<file path="config.mk">
export PLATFORM = sky130hd
export DESIGN_NAME = sc_ctrl_flat
export DESIGN_NICKNAME = d
export VERILOG_FILES = /design/src/rtl/sc_ctrl_pkg.sv /design/src/rtl/sc_ctrl_if.sv /design/src/rtl/sc_ctrl_guard.sv /design/src/rtl/sc_ctrl.sv /design/src/flat_wrapper.sv
export SDC_FILE = /design/constraint.sdc
export NUM_CORES = 1
export LEC_CHECK = 0
export CORE_UTILIZATION = 37
export DETAILED_ROUTE_END_ITERATION = 10
export GPL_ROUTABILITY_DRIVEN = 0
export GPL_TIMING_DRIVEN = 1
export PLACE_DENSITY = 0.81
export SYNTH_ARGS = -nofsm -noshare
export SYNTH_HDL_FRONTEND = slang
export SYNTH_SLANG_ARGS = --single-unit
</file>
<file path="constraint.sdc">
create_clock -name clk -period 1.9 [get_ports clk]
set_input_delay 0.285 -clock clk [delete_from_list [all_inputs] [get_ports clk]]
set_output_delay 0.285 -clock clk [all_outputs]
set_load 0.01 [all_outputs]
</file>
<file path="src/rtl/sc_ctrl_pkg.sv">
// rtl/sc_ctrl_pkg.sv - shared types for the stack-counter controller
// Contents: sc_op_t (stack ops, legacy encodings), sc_fault_t (latched fault cause),
//           sc_state_t (RUN/FAULT, used only when SC_GUARD_EN is defined).
package sc_ctrl_pkg;

    typedef enum logic [1:0] {
        HOLD  = 2'd0,
        ADV_1 = 2'd1,
        DES_1 = 2'd2,
        DES_2 = 2'd3
    } sc_op_t;

    typedef enum logic [1:0] {
        F_NONE    = 2'd0,
        F_OVF     = 2'd1,
        F_UNF     = 2'd2,
        F_BADLOAD = 2'd3
    } sc_fault_t;

    typedef enum logic {
        RUN   = 1'b0,
        FAULT = 1'b1
    } sc_state_t;

endpackage

</file>
<file path="src/rtl/sc_ctrl_if.sv">
// rtl/sc_ctrl_if.sv - decoder-side bundle of the stack-counter controller
// Parameter: SC_W pointer width.
// master (decoder): drives op, load, load_val, clr_fault; observes SC, tos_addr,
//                   nos_addr, empty, full, op_ok, fault, fault_code.
// slave (sc_ctrl):  the mirror image.
interface sc_ctrl_if
    import sc_ctrl_pkg::*;
#(
    parameter int SC_W = 4
);
    sc_op_t            op;
    logic              load;
    logic [SC_W-1:0]   load_val;
    logic              clr_fault;
    logic [SC_W-1:0]   SC;
    logic [SC_W-1:0]   tos_addr;
    logic [SC_W-1:0]   nos_addr;
    logic              empty;
    logic              full;
    logic              op_ok;
    logic              fault;
    sc_fault_t         fault_code;

    modport master (
        output op, load, load_val, clr_fault,
        input  SC, tos_addr, nos_addr, empty, full, op_ok, fault, fault_code
    );

    modport slave (
        input  op, load, load_val, clr_fault,
        output SC, tos_addr, nos_addr, empty, full, op_ok, fault, fault_code
    );
endinterface

</file>
<file path="src/rtl/sc_ctrl_guard.sv">
// rtl/sc_ctrl_guard.sv - combinational legality check for stack-pointer moves and loads
// Module sc_guard. Parameters: SC_W, DEPTH.
// Inputs:  sc (current pointer), op, load, load_val.
// Outputs: ok (request legal), code (fault cause when not ok, else F_NONE).
module sc_guard
    import sc_ctrl_pkg::*;
#(
    parameter int SC_W  = 4,
    parameter int DEPTH = 15
) (
    input  logic [SC_W-1:0] sc,
    input  sc_op_t          op,
    input  logic            load,
    input  logic [SC_W-1:0] load_val,
    output logic            ok,
    output sc_fault_t       code
);
    localparam logic [SC_W-1:0] DEPTH_V = SC_W'(DEPTH);
    localparam logic [SC_W-1:0] TWO     = SC_W'(2);

    // A load overrides the op, so only the load value is judged when load is set.
    always_comb begin
        ok   = 1'b1;
        code = F_NONE;
        if (load) begin
            if (load_val > DEPTH_V) begin
                ok   = 1'b0;
                code = F_BADLOAD;
            end
        end else begin
            case (op)
                ADV_1: if (sc == DEPTH_V) begin ok = 1'b0; code = F_OVF; end
                DES_1: if (sc == '0)      begin ok = 1'b0; code = F_UNF; end
                DES_2: if (sc < TWO)      begin ok = 1'b0; code = F_UNF; end
                default: ;
            endcase
        end
    end
endmodule

</file>
<file path="src/rtl/sc_ctrl.sv">
// rtl/sc_ctrl.sv - parametrised stack-counter controller (pointer, TOS/NOS addresses, status)
// Parameters: SC_W pointer width, DEPTH stack capacity (2..2**SC_W-1).
// Ports: clk, reset (async active-low), bus (sc_ctrl_if.slave: op/load/load_val/clr_fault in;
//        SC/tos_addr/nos_addr/empty/full/op_ok/fault/fault_code out).
// Build option SC_GUARD_EN: when defined, illegal moves/loads are refused and latch a
// sticky fault through a RUN/FAULT FSM; when undefined the pointer wraps freely.
module sc_ctrl
    import sc_ctrl_pkg::*;
#(
    parameter int SC_W  = 4,
    parameter int DEPTH = 15
) (
    input  logic      clk,
    input  logic      reset,
    sc_ctrl_if.slave  bus
);
    localparam logic [SC_W-1:0] DEPTH_V = SC_W'(DEPTH);
    localparam logic [SC_W-1:0] ONE     = SC_W'(1);
    localparam logic [SC_W-1:0] TWO     = SC_W'(2);

    logic [SC_W-1:0] sc;
    logic [SC_W-1:0] sc_step;

    always_comb begin
        sc_step = sc;
        case (bus.op)
            ADV_1:   sc_step = sc + ONE;
            DES_1:   sc_step = sc - ONE;
            DES_2:   sc_step = sc - TWO;
            default: sc_step = sc;
        endcase
    end

    // Address outputs wrap below 1/2 entries; consumers qualify them with empty/SC.
    assign bus.SC       = sc;
    assign bus.tos_addr = sc - ONE;
    assign bus.nos_addr = sc - TWO;
    assign bus.empty    = (sc == '0);
    assign bus.full     = (sc == DEPTH_V);

`ifdef SC_GUARD_EN
    sc_state_t state;
    logic      guard_ok;
    sc_fault_t guard_code;
    logic      fault_q;
    sc_fault_t code_q;

    sc_guard #(.SC_W(SC_W), .DEPTH(DEPTH)) u_guard (
        .sc       (sc),
        .op       (bus.op),
        .load     (bus.load),
        .load_val (bus.load_val),
        .ok       (guard_ok),
        .code     (guard_code)
    );

    assign bus.op_ok      = (state == RUN) && guard_ok;
    assign bus.fault      = fault_q;
    assign bus.fault_code = code_q;

    // clr_fault outranks load/op; an illegal request freezes SC and parks in FAULT.
    always_ff @(posedge clk or negedge reset) begin
        if (!reset) begin
            sc      <= '0;
            state   <= RUN;
            fault_q <= 1'b0;
            code_q  <= F_NONE;
        end else if (bus.clr_fault) begin
            state   <= RUN;
            fault_q <= 1'b0;
            code_q  <= F_NONE;
        end else if (state == RUN) begin
            if (!guard_ok) begin
                state   <= FAULT;
                fault_q <= 1'b1;
                code_q  <= guard_code;
            end else if (bus.load) begin
                sc <= bus.load_val;
            end else begin
                sc <= sc_step;
            end
        end
    end
`else
    logic unused_clr_fault;
    assign unused_clr_fault = bus.clr_fault;

    assign bus.op_ok      = 1'b1;
    assign bus.fault      = 1'b0;
    assign bus.fault_code = F_NONE;

    always_ff @(posedge clk or negedge reset) begin
        if (!reset) begin
            sc <= '0;
        end else if (bus.load) begin
            sc <= bus.load_val;
        end else begin
            sc <= sc_step;
        end
    end
`endif
endmodule

</file>
<file path="src/flat_wrapper.sv">
// flat-port wrapper written by rule: the top's interface ports become plain ports
module sc_ctrl_flat import sc_ctrl_pkg::*;
#(
    parameter int SC_W  = 4,
    parameter int DEPTH = 15
)
  (clk, reset, bus_op, bus_load, bus_load_val, bus_clr_fault, bus_SC, bus_tos_addr, bus_nos_addr, bus_empty, bus_full, bus_op_ok, bus_fault, bus_fault_code);
  sc_ctrl_if #(.SC_W(SC_W)) bus_i ();
  input  logic clk;
  input  logic reset;
  input wire logic [$bits(bus_i.op)-1:0] bus_op;
  input wire logic [$bits(bus_i.load)-1:0] bus_load;
  input wire logic [$bits(bus_i.load_val)-1:0] bus_load_val;
  input wire logic [$bits(bus_i.clr_fault)-1:0] bus_clr_fault;
  output wire logic [$bits(bus_i.SC)-1:0] bus_SC;
  output wire logic [$bits(bus_i.tos_addr)-1:0] bus_tos_addr;
  output wire logic [$bits(bus_i.nos_addr)-1:0] bus_nos_addr;
  output wire logic [$bits(bus_i.empty)-1:0] bus_empty;
  output wire logic [$bits(bus_i.full)-1:0] bus_full;
  output wire logic [$bits(bus_i.op_ok)-1:0] bus_op_ok;
  output wire logic [$bits(bus_i.fault)-1:0] bus_fault;
  output wire logic [$bits(bus_i.fault_code)-1:0] bus_fault_code;
  assign bus_i.op = bus_op;
  assign bus_i.load = bus_load;
  assign bus_i.load_val = bus_load_val;
  assign bus_i.clr_fault = bus_clr_fault;
  assign bus_SC = bus_i.SC;
  assign bus_tos_addr = bus_i.tos_addr;
  assign bus_nos_addr = bus_i.nos_addr;
  assign bus_empty = bus_i.empty;
  assign bus_full = bus_i.full;
  assign bus_op_ok = bus_i.op_ok;
  assign bus_fault = bus_i.fault;
  assign bus_fault_code = bus_i.fault_code;
  sc_ctrl #(.SC_W(SC_W), .DEPTH(DEPTH)) u_core (.clk(clk), .reset(reset), .bus(bus_i));
endmodule
</file>
* Word-level counts from Yosys, hierarchy flattened *
Cells that the tools add are included.

word-level totals
  register bits after elaboration = 4
  input port bits = 10
  logic and storage cells = 12

cells by class
  reductions and logical operators = 2
  add/subtract/negate cells = 3
  muxes and demuxes = 2
  eq/ne operators = 4

operators with widths
  operator                                                               count
  4-bit case mux with 3 select lines                                     1
  4-bit by 1-bit adder with 4-bit output, second input constant          1
  2-bit equality test, second input constant                             2
  4-bit equality test, second input constant                             1
  4-bit zero test                                                        1
  4-bit 2-to-1 mux                                                       1
  4-bit nonzero test                                                     1
  4-bit by 1-bit subtractor with 4-bit output, second input constant     1
  4-bit by 2-bit subtractor with 4-bit output, second input constant     1
  2-bit by 1-bit equality test with 1-bit output, second input constant  1

* Logic depth before layout (Yosys ltp) *
Gate-level depths: netlist (run 1).

  depth in word-level cells = 3
  mapped depth = 6
  gate-level depth less buffers = 6

* Worst setup path after synthesis (run 1) *
Ideal clock, no wire load.

  path kind = flip-flop to flip-flop
  from = register u_core.sc[1] (netlist: u_core.bus.SC[1])
  to = register u_core.sc[3] (netlist: u_core.bus.SC[3])
  cell stages (with the launch flop) = 7
  setup slack = 0.229 ns
  path buffers = 0
  data required time = 1.805 ns
  setup time = 0.095 ns
  arrival = 1.575 ns
  cells stage by stage = dfrtp_1 > inv_1 > ha_1 > a21boi_1 > xor2_1 > a221oi_1 > o31ai_1

on the way
  word-level cells in the longest chain between the ends = 3

RTL lines
  item                                         line                RTL
  start: declaration                           sc_ctrl.sv:21       logic [SC_W-1:0] sc;
  start signal: assignment                     sc_ctrl.sv:96       sc <= bus.load_val;
  start signal: assignment                     sc_ctrl.sv:98       sc <= sc_step;
  4-bit by 1-bit subtractor with 4-bit output  --
  named net bus_tos_addr[3]                    flat_wrapper.sv:16  output wire logic [$bits(bus_i.tos_addr)-1:0] bus_tos_addr;
  4-bit case mux with 3 select lines           sc_ctrl.sv:26       case (bus.op)
  4-bit 2-to-1 mux                             sc_ctrl.sv:95       end else if (bus.load) begin

The timed path passes the listed nets, and every way through them passes these cells.
A chain may end at the register's enable or synchronous reset.

* Worst setup path in the final report (run 1) *
  from = register u_core.sc[1] (netlist: u_core.bus.SC[1])
  to = output bus_nos_addr[3]

on the way
  word-level cells in the longest chain between the ends = 1

RTL lines
  item                                         line                RTL
  4-bit by 2-bit subtractor with 4-bit output  sc_ctrl.sv:37       assign bus.nos_addr = sc - TWO;
  end: declaration                             flat_wrapper.sv:17  output wire logic [$bits(bus_i.nos_addr)-1:0] bus_nos_addr;

Every way passes these cells.

==> reports/metrics.yaml, run 1 <==
logic_synthesis:
  synth_edf_count: 0
  synth_common_cells: "ha_1, inv_1, buf_4"
  ys_ff_latch: 4
  ys_top_cells_by_area: "dfrtp_1, ha_1, buf_4, inv_1, xor2_1"
  syn_inst: 63
  async_flop_share_pct: 100
  syn_area_sq_um: 522
  syn_area_per_cell_sq_um: 8.28
  ys_warn_count: 0
  synth.distinct_cells: 28
  yosysTopAreaCellShare_pct: 19.2
  synth_seq_area_share_pct: 19.2
  synth-main-ff-cell: "dfrtp_1"
  synth_largest_area_cell: "dfrtp_1"
setup_path:
  rr_worst_depth: 7
  crit_chain: "inv_2, ha_1, buf_4, xor2_1, dlygate4sd2_1"
  r2r-start: "u_core.bus.SC[1]$_DFFE_PN0P_"
  r2r_slack_ns: 0.31
  start_kind: "register"
  worst_ep_arrival_time_ns: 1.49
  cpPeakStageDelay_ns: 0.36
  path_max_fanout: 4
  required_ns: 1.62
  endpoint_kind: "output port"
  endpoint: "bus_nos_addr[3]"
  path_class: "register to output port"
  cp-startpoint: "u_core.bus.SC[1]$_DFFE_PN0P_"
  cp_slowest_cell: "dfrtp_1"
  r2r_end: "u_core.bus.SC[3]$_DFFE_PN0P_"
die:
  die-area_sq_um: 1560
  rows: 13
  fp.dieW_um: 39.6
  ios: 28
  fp.coreArea_sq_um: 1300
  initial_utilization_pct: 40.1
  die_y_um: 39.6
drt:
  antenna_left: 0
  wire_per_inst_um: 11.1
  drc: 0
  drt-pass1-iter-count: 2
  drt_iter0_markers: 1
  viasPerCell: 4.71
  vias: 518
  wl_mm: 1.23
global_route:
  grt_max_degree: 10
  grt_overflow_total: 0
  grt_usage_pct: 18.0
  grt_pass1_wl_mm: 1.89
  first_global_vias: 455
  antenna_found_initial: 0
cts:
  cts.sinks: 4
  cts.clk_slew.worst_paths_ns: 0.04
  cts_tree: "yes"
  cts_buffer_depth: 2
  clock_latency_ns: 0.23
  cts_buffers: 3
  root_buffer: "clkbuf_4"
  htreeDepth: 1
  hold_buffers: 0
placed_design:
  place_area_sq_um: 797
  portBuffers: 22
  hpwl_um: 1000
timing:
  fin_worst_skew_ns: 0.00113
  setup_viol: 0
  hold_viol_final: 0
  hold_slack_ns: 0.277
  fin_crit_sh_pct: 93.2
  clock.fmax_mhz: 565
  min_period_ns: 1.77
  maxSlewViolCount: 0
  rsz0062_at_grt: "no"
  setup_tns_ns: 0
min_path:
  hold_path.class: "primary input to async pin"
layout:
  multi_input_area_sq_um: 344
  largest_reg_flops: 4
  num-fill-cells: 119
  finish.utilization_pct: 63.1
  layout-drive-gt1-share_pct: 25.3
  regArea_sq_um: 100
  fin_nets: 114
  areaGrowthSynthToFinish_pct: 57.3
  stdcell_area_sq_um: 821
  diodes: 0
status:
  outcome: "finished, final reports clean"
power_and_ir_drop:
  peakVddDrop_mv: 0.358
  leakage_nw: 0.429
  p_per_area_nw_per_um2: 727
  p_total_uw: 597
job:
  maxCapViolations: 0
[how the worst min path moves through the flow]
stage                                              end  cells after the start  slack [ns]
after floorplan           u_core.bus.SC[0]$_DFFE_PN0P_                      0       -0.01
after global placement    u_core.bus.SC[3]$_DFFE_PN0P_                      1        0.50
after detailed placement  u_core.bus.SC[2]$_DFFE_PN0P_                      1        0.52
after CTS                 u_core.bus.SC[2]$_DFFE_PN0P_                      1        0.27
after global routing      u_core.bus.SC[2]$_DFFE_PN0P_                      1        0.27
final                     u_core.bus.SC[2]$_DFFE_PN0P_                      1        0.28
[worst max-delay path, delay by kind of cell (launching register included)]
family                   cells  cell delay, ns
buffers and inverters        3            0.50
flip-flops                   1            0.36
XOR/XNOR                     1            0.19
adder cells (fa/ha/maj)      1            0.21
[through the flow]
step / cells / worst slack, ns
after floorplan: 65 / 0.229
after global placement: 106 / -0.0250
after detailed placement: 106 / -0.0844
after CTS: 109 / 0.0299
after global routing: 110 / 0.0409
final: 110 / 0.130
[cells by family after synthesis]
kind of cell	Yosys count	share of synthesized area, %
simple gates	16	18.0
buf+inv	15	16.8
compound gates	13	17.3
fa+ha+maj	7	16.8
xor+xnor	5	8.39
flops	4	19.2
other cells	2	1.44
mux	1	2.16
[cell usage in the layout, fill, tap and decap left out, types with 2 or more instances in the layout]
cell              n
nor2_1            4
nor2b_1           2
buf_4            13
clkbuf_4          3
a221oi_1          2
nand2_1           2
xnor2_1           2
a21o_2            2
inv_1             6
dfrtp_1           4
ha_1              6
nand2b_1          2
xor2_1            3
a21oi_1           4
clkdlybuf4s50_1  15
conb_1            4
dlygate4sd2_1     5
[layout make-up]
type / instances / share of cell area, %
repair buffers: 35 / 37.7
inverters: 7 / 3.20
well taps: 15 / 2.29
multi-input cells: 46 / 41.9
clock buffers: 3 / 2.74
flip-flops and latches: 4 / 12.2
[power breakdown]
group | internal (mW) | switching (mW)
clock | 0.0704 | 0.0312
sequential | 0.101 | 0.0153
combinational | 0.209 | 0.170
[repair_timing]
item                       CTS  global route
setup endpoints to repair    5             2
setup buffers                0             1
pin swaps                    0             0
gates resized for setup      8             3
[per-layer routing]
metal	wire [um]	GRT usage (%)	vias up
li1	-	-	264
met1	497	19.1	233
met2	637	34.4	21
met3	89	5.68	0
met4	0	2.59	0
met5	0	0	-
No activity file was read; power rests on OpenSTA's default activity.
==> inputs of run 2 (changes only) <==
- HOLD_SLACK_MARGIN: default -> 0.03
==> results of run 2 <==
Final layout, timing and power as in run 1 (identical DEF).
==> inputs of run 3 (changes only) <==
- CORE_AREA: default -> 2 2 39 41
- CORE_UTILIZATION: 37 -> default
- DIE_AREA: default -> 0 0 41 43
- DONT_BUFFER_PORTS: default -> 1
- PLACE_DENSITY: 0.81 -> 0.57
- SLEW_MARGIN: default -> 20
==> run 3 against run 2 <==
  * Clock skew is 0.0016 ns higher
  * Critical endpoint is now bus_tos_addr[3]
  * Setup slack improved by 0.0087 ns
  * Register-to-register slack lost 0.04 ns
  * First-iteration DRC count is 100% lower
  * Clock power about the same
==> reports/metrics.yaml, run 3 (synthesis gave the netlist of run 1 again) <==
status:
  outcome: "finished, final reports clean"  # unchanged
die:
  die-area_sq_um: 1760  # was 1560 sq um
  ios: 28  # unchanged
  initial_utilization_pct: 37.7  # was 40.1%
  fp.dieW_um: 41  # was 39.6 um
  fp.coreArea_sq_um: 1380  # was 1300 sq um
  rows: 14  # was 13
  die_y_um: 43  # was 39.6 um
timing:
  hold_slack_ns: 0.156  # was 0.277 ns
  fin_crit_sh_pct: 92.7  # was 93.2%
  maxSlewViolCount: 0  # unchanged
  clock.fmax_mhz: 568  # was 565 MHz
  fin_worst_skew_ns: 0.00273  # was 0.00113 ns
  hold_viol_final: 0  # unchanged
  rsz0062_at_grt: "no"  # unchanged
  setup_viol: 0  # unchanged
  min_period_ns: 1.76  # was 1.77 ns
  setup_tns_ns: 0  # unchanged
setup_path:
  required_ns: 1.62  # about the same
  r2r-start: "u_core.bus.SC[1]$_DFFE_PN0P_"  # unchanged
  worst_ep_arrival_time_ns: 1.48  # was 1.49 ns
  cp-startpoint: "u_core.bus.SC[1]$_DFFE_PN0P_"  # unchanged
  start_kind: "register"  # unchanged
  path_class: "register to output port"  # unchanged
  endpoint_kind: "output port"  # unchanged
  r2r_slack_ns: 0.27  # was 0.31 ns
  path_max_fanout: 4  # unchanged
drt:
  vias: 413  # was 518
  wire_per_inst_um: 11.7  # was 11.1 um
  viasPerCell: 4.92  # was 4.71
  drt-pass1-iter-count: 1  # was 2
  drt_iter0_markers: 0  # was 1
  drc: 0  # unchanged
  antenna_left: 0  # unchanged
  wl_um: 982  # was 1.23 mm
power_and_ir_drop:
  p_sw_uw: 188  # was 216 uW
  leakage_nw: 0.299  # was 0.429 nW
  p_per_area_nw_per_um2: 825  # was 727 nW/um^2
  peakVddDrop_mv: 0.499  # was 0.358 mV
  p_int_uw: 285  # was 381 uW
  p_clk_share_pct: 20.9  # was 17.0%
  seq_power_share_pct: 25.4  # was 19.4%
  switching_share_pct: 39.7  # was 36.2%
  comb_power_share_pct: 53.7  # was 63.5%
cts:
  clock_latency_ns: 0.23  # about the same
  cts_buffers: 3  # unchanged
  cts.sinks: 4  # unchanged
  htreeDepth: 1  # unchanged
  root_buffer: "clkbuf_4"  # unchanged
  cts.clk_slew.worst_paths_ns: 0.03  # was 0.04 ns
  cts_buffer_depth: 2  # unchanged
  cts_resized: 0  # was 8
  cts_tree: "yes"  # unchanged
layout:
  multi_input_area_sq_um: 342  # was 344 sq um
  fin_nets: 87  # was 114
  layout-drive-gt1-share_pct: 22.1  # was 25.3%
  largest_reg_flops: 4  # unchanged
  areaGrowthSynthToFinish_pct: 9.83  # was 57.3%
  diodes: 0  # unchanged
  stdcell_area_sq_um: 573  # was 821 sq um
  num-fill-cells: 149  # was 119
  regArea_sq_um: 100  # unchanged
  mostFrequentLayoutCells: "inv_1, ha_1, buf_4"  # was clkdlybuf4s50_1, buf_4, inv_1, ha_1, dlygate4sd2_1
global_route:
  antenna_found_initial: 0  # unchanged
  grt_max_degree: 10  # unchanged
  grt_overflow_total: 0  # unchanged
  grt_usage_pct: 12.8  # was 18.0%
  first_global_vias: 397  # was 455
  grt_pass1_wl_mm: 1.53  # was 1.89 mm
placed_design:
  place_area_sq_um: 533  # was 797 sq um
  hpwl_um: 822  # was 1000 um
  portBuffers: 0  # was 22
min_path:
  hp-start: "bus_load"
  hold_path.class: "primary input to register"  # was primary input to async pin
job:
  maxCapViolations: 0  # unchanged
-- run 3: cell type report --
type	count	area share [%]
inverter	7	4.59
multi-input combinational	46	59.6
clock buffer	3	3.93
sequential	4	17.5
tap	16	3.49
timing repair buffer	8	10.9
-- run 3: final timing paths --
path	to	cells past startpoint
min in group asynchronous	u_core.bus.SC[2]$_DFFE_PN0P_	1
hold reg to reg	u_core.bus.SC[1]$_DFFE_PN0P_	3
max in group asynchronous	u_core.bus.SC[1]$_DFFE_PN0P_	1
setup / recovery	bus_tos_addr[3]	5
hold / removal	u_core.bus.SC[2]$_DFFE_PN0P_	1
setup reg to reg	u_core.bus.SC[3]$_DFFE_PN0P_	7
-- run 3: power groups by stage --
stage | logic, mW | registers [mW] | clock network (mW)
final | 0.254 | 0.120 | 0.0990
after global routing | 0.286 | 0.122 | 0.115
after CTS | 0.248 | 0.120 | 0.106
after detailed placement | 0.244 | 0.121 | 0
after global placement | 0.243 | 0.121 | 0
after floorplan | 0.187 | 0.127 | 0
-- run 3: per-stage QoR --
stage | std cells | util [%] | total power, mW | worst slack (ns)
2_1_floorplan | 65 | - | 0.314 | 0.229
3_3_place_gp | 79 | 38.5 | 0.365 | 0.347
3_5_place_dp | 79 | 38.5 | 0.366 | 0.333
4_1_cts | 83 | 40.9 | 0.475 | 0.118
5_1_grt | 84 | 41.4 | 0.523 | 0.00106
6_report | 84 | 41.4 | 0.473 | 0.139
-- run 3: layer usage --
layer	GRT usage, %	share of wire [%]
met1	14.0	41
met2	21.6	49
met3	6.28	10
met4	2.00	0
met5	0	0
-- run 3: repair_timing --
action	CTS	global route
hold buffers	1	0
buffers inserted	0	1
hold endpoints to repair	4	0
setup endpoints to repair	0	1
-- run 3: worst max-delay path, cell delays in order, from the launching register on --
cell      delay [ns]
dfrtp_1         0.36
inv_1           0.14
ha_1            0.20
a21boi_1        0.19
xor2_1          0.21
buf_4           0.15
==> variant (flow settings as in run 2) <==
`SC_W` is set to 4 in 3 places; all go to 3.
--- a/src/rtl/sc_ctrl_if.sv
+++ b/src/rtl/sc_ctrl_if.sv
@@ -8,3 +8,3 @@
 #(
-    parameter int SC_W = 4
+    parameter int SC_W = 3
 );
--- a/src/rtl/sc_ctrl.sv
+++ b/src/rtl/sc_ctrl.sv
@@ -9,3 +9,3 @@
 #(
-    parameter int SC_W  = 4,
+    parameter int SC_W  = 3,
     parameter int DEPTH = 15
--- a/src/flat_wrapper.sv
+++ b/src/flat_wrapper.sv
@@ -3,3 +3,3 @@
 #(
-    parameter int SC_W  = 4,
+    parameter int SC_W  = 3,
     parameter int DEPTH = 15
Interface: changed (resized bus_SC, bus_load_val, bus_nos_addr and bus_tos_addr); port bits go from 28 to 24. The function was not compared with the original's and may differ.
==> variant against run 2 <==
  * The flow now stops in power grid generation (2_4_floorplan_pdn)
  * Synthesized area decreased by 32%
==> variant: results (changes against run 2) <==
| Metric | Value |
|---|---|
| Yosys reg bits | `3 (-1)` |
| Error | `[ERROR PDN-0185] Insufficient width (27.20 um) to add straps on layer met5 in grid "grid" with total strap width 15.2 um and offset 13.6 um.` |
| Count leader, synth | `ha_1` |
| Last step reached | `power grid generation (2_4_floorplan_pdn)` |
| Ys flop type | `dfrtp_1` |
| Post-synth top cells | `6 x ha_1, 5 x buf_4, 5 x inv_1, 3 x dfrtp_1` |
| Seq/Total Area, Yosys | `0.212 (+0.0202)` |
| YS warnings | `0 (unchanged)` |
| Cell Area, Synth | `354 um2 (-32%)` |
| Mean Syn Cell Area | `8.64 um2 (+4.3%)` |
| Post-synth ARST share | `1.00 (unchanged)` |
| Dominant cells by area after synthesis | `dfrtp_1 21%, ha_1 21%, buf_4 11%` |
| Status | `aborted with a tool error` |
| Cell variety after synth | `20 (-29%)` |
-- variant: logic make-up after synthesis --
logic type,synth area share
AOI/OAI and AO/OA,0.148
xor gates and xnor gates,0.0742
adders and majority gates,0.212
buffers and inverters,0.159
DFF,0.212
muxes,0.0318
other,0.0212
and+or+nand+nor,0.141
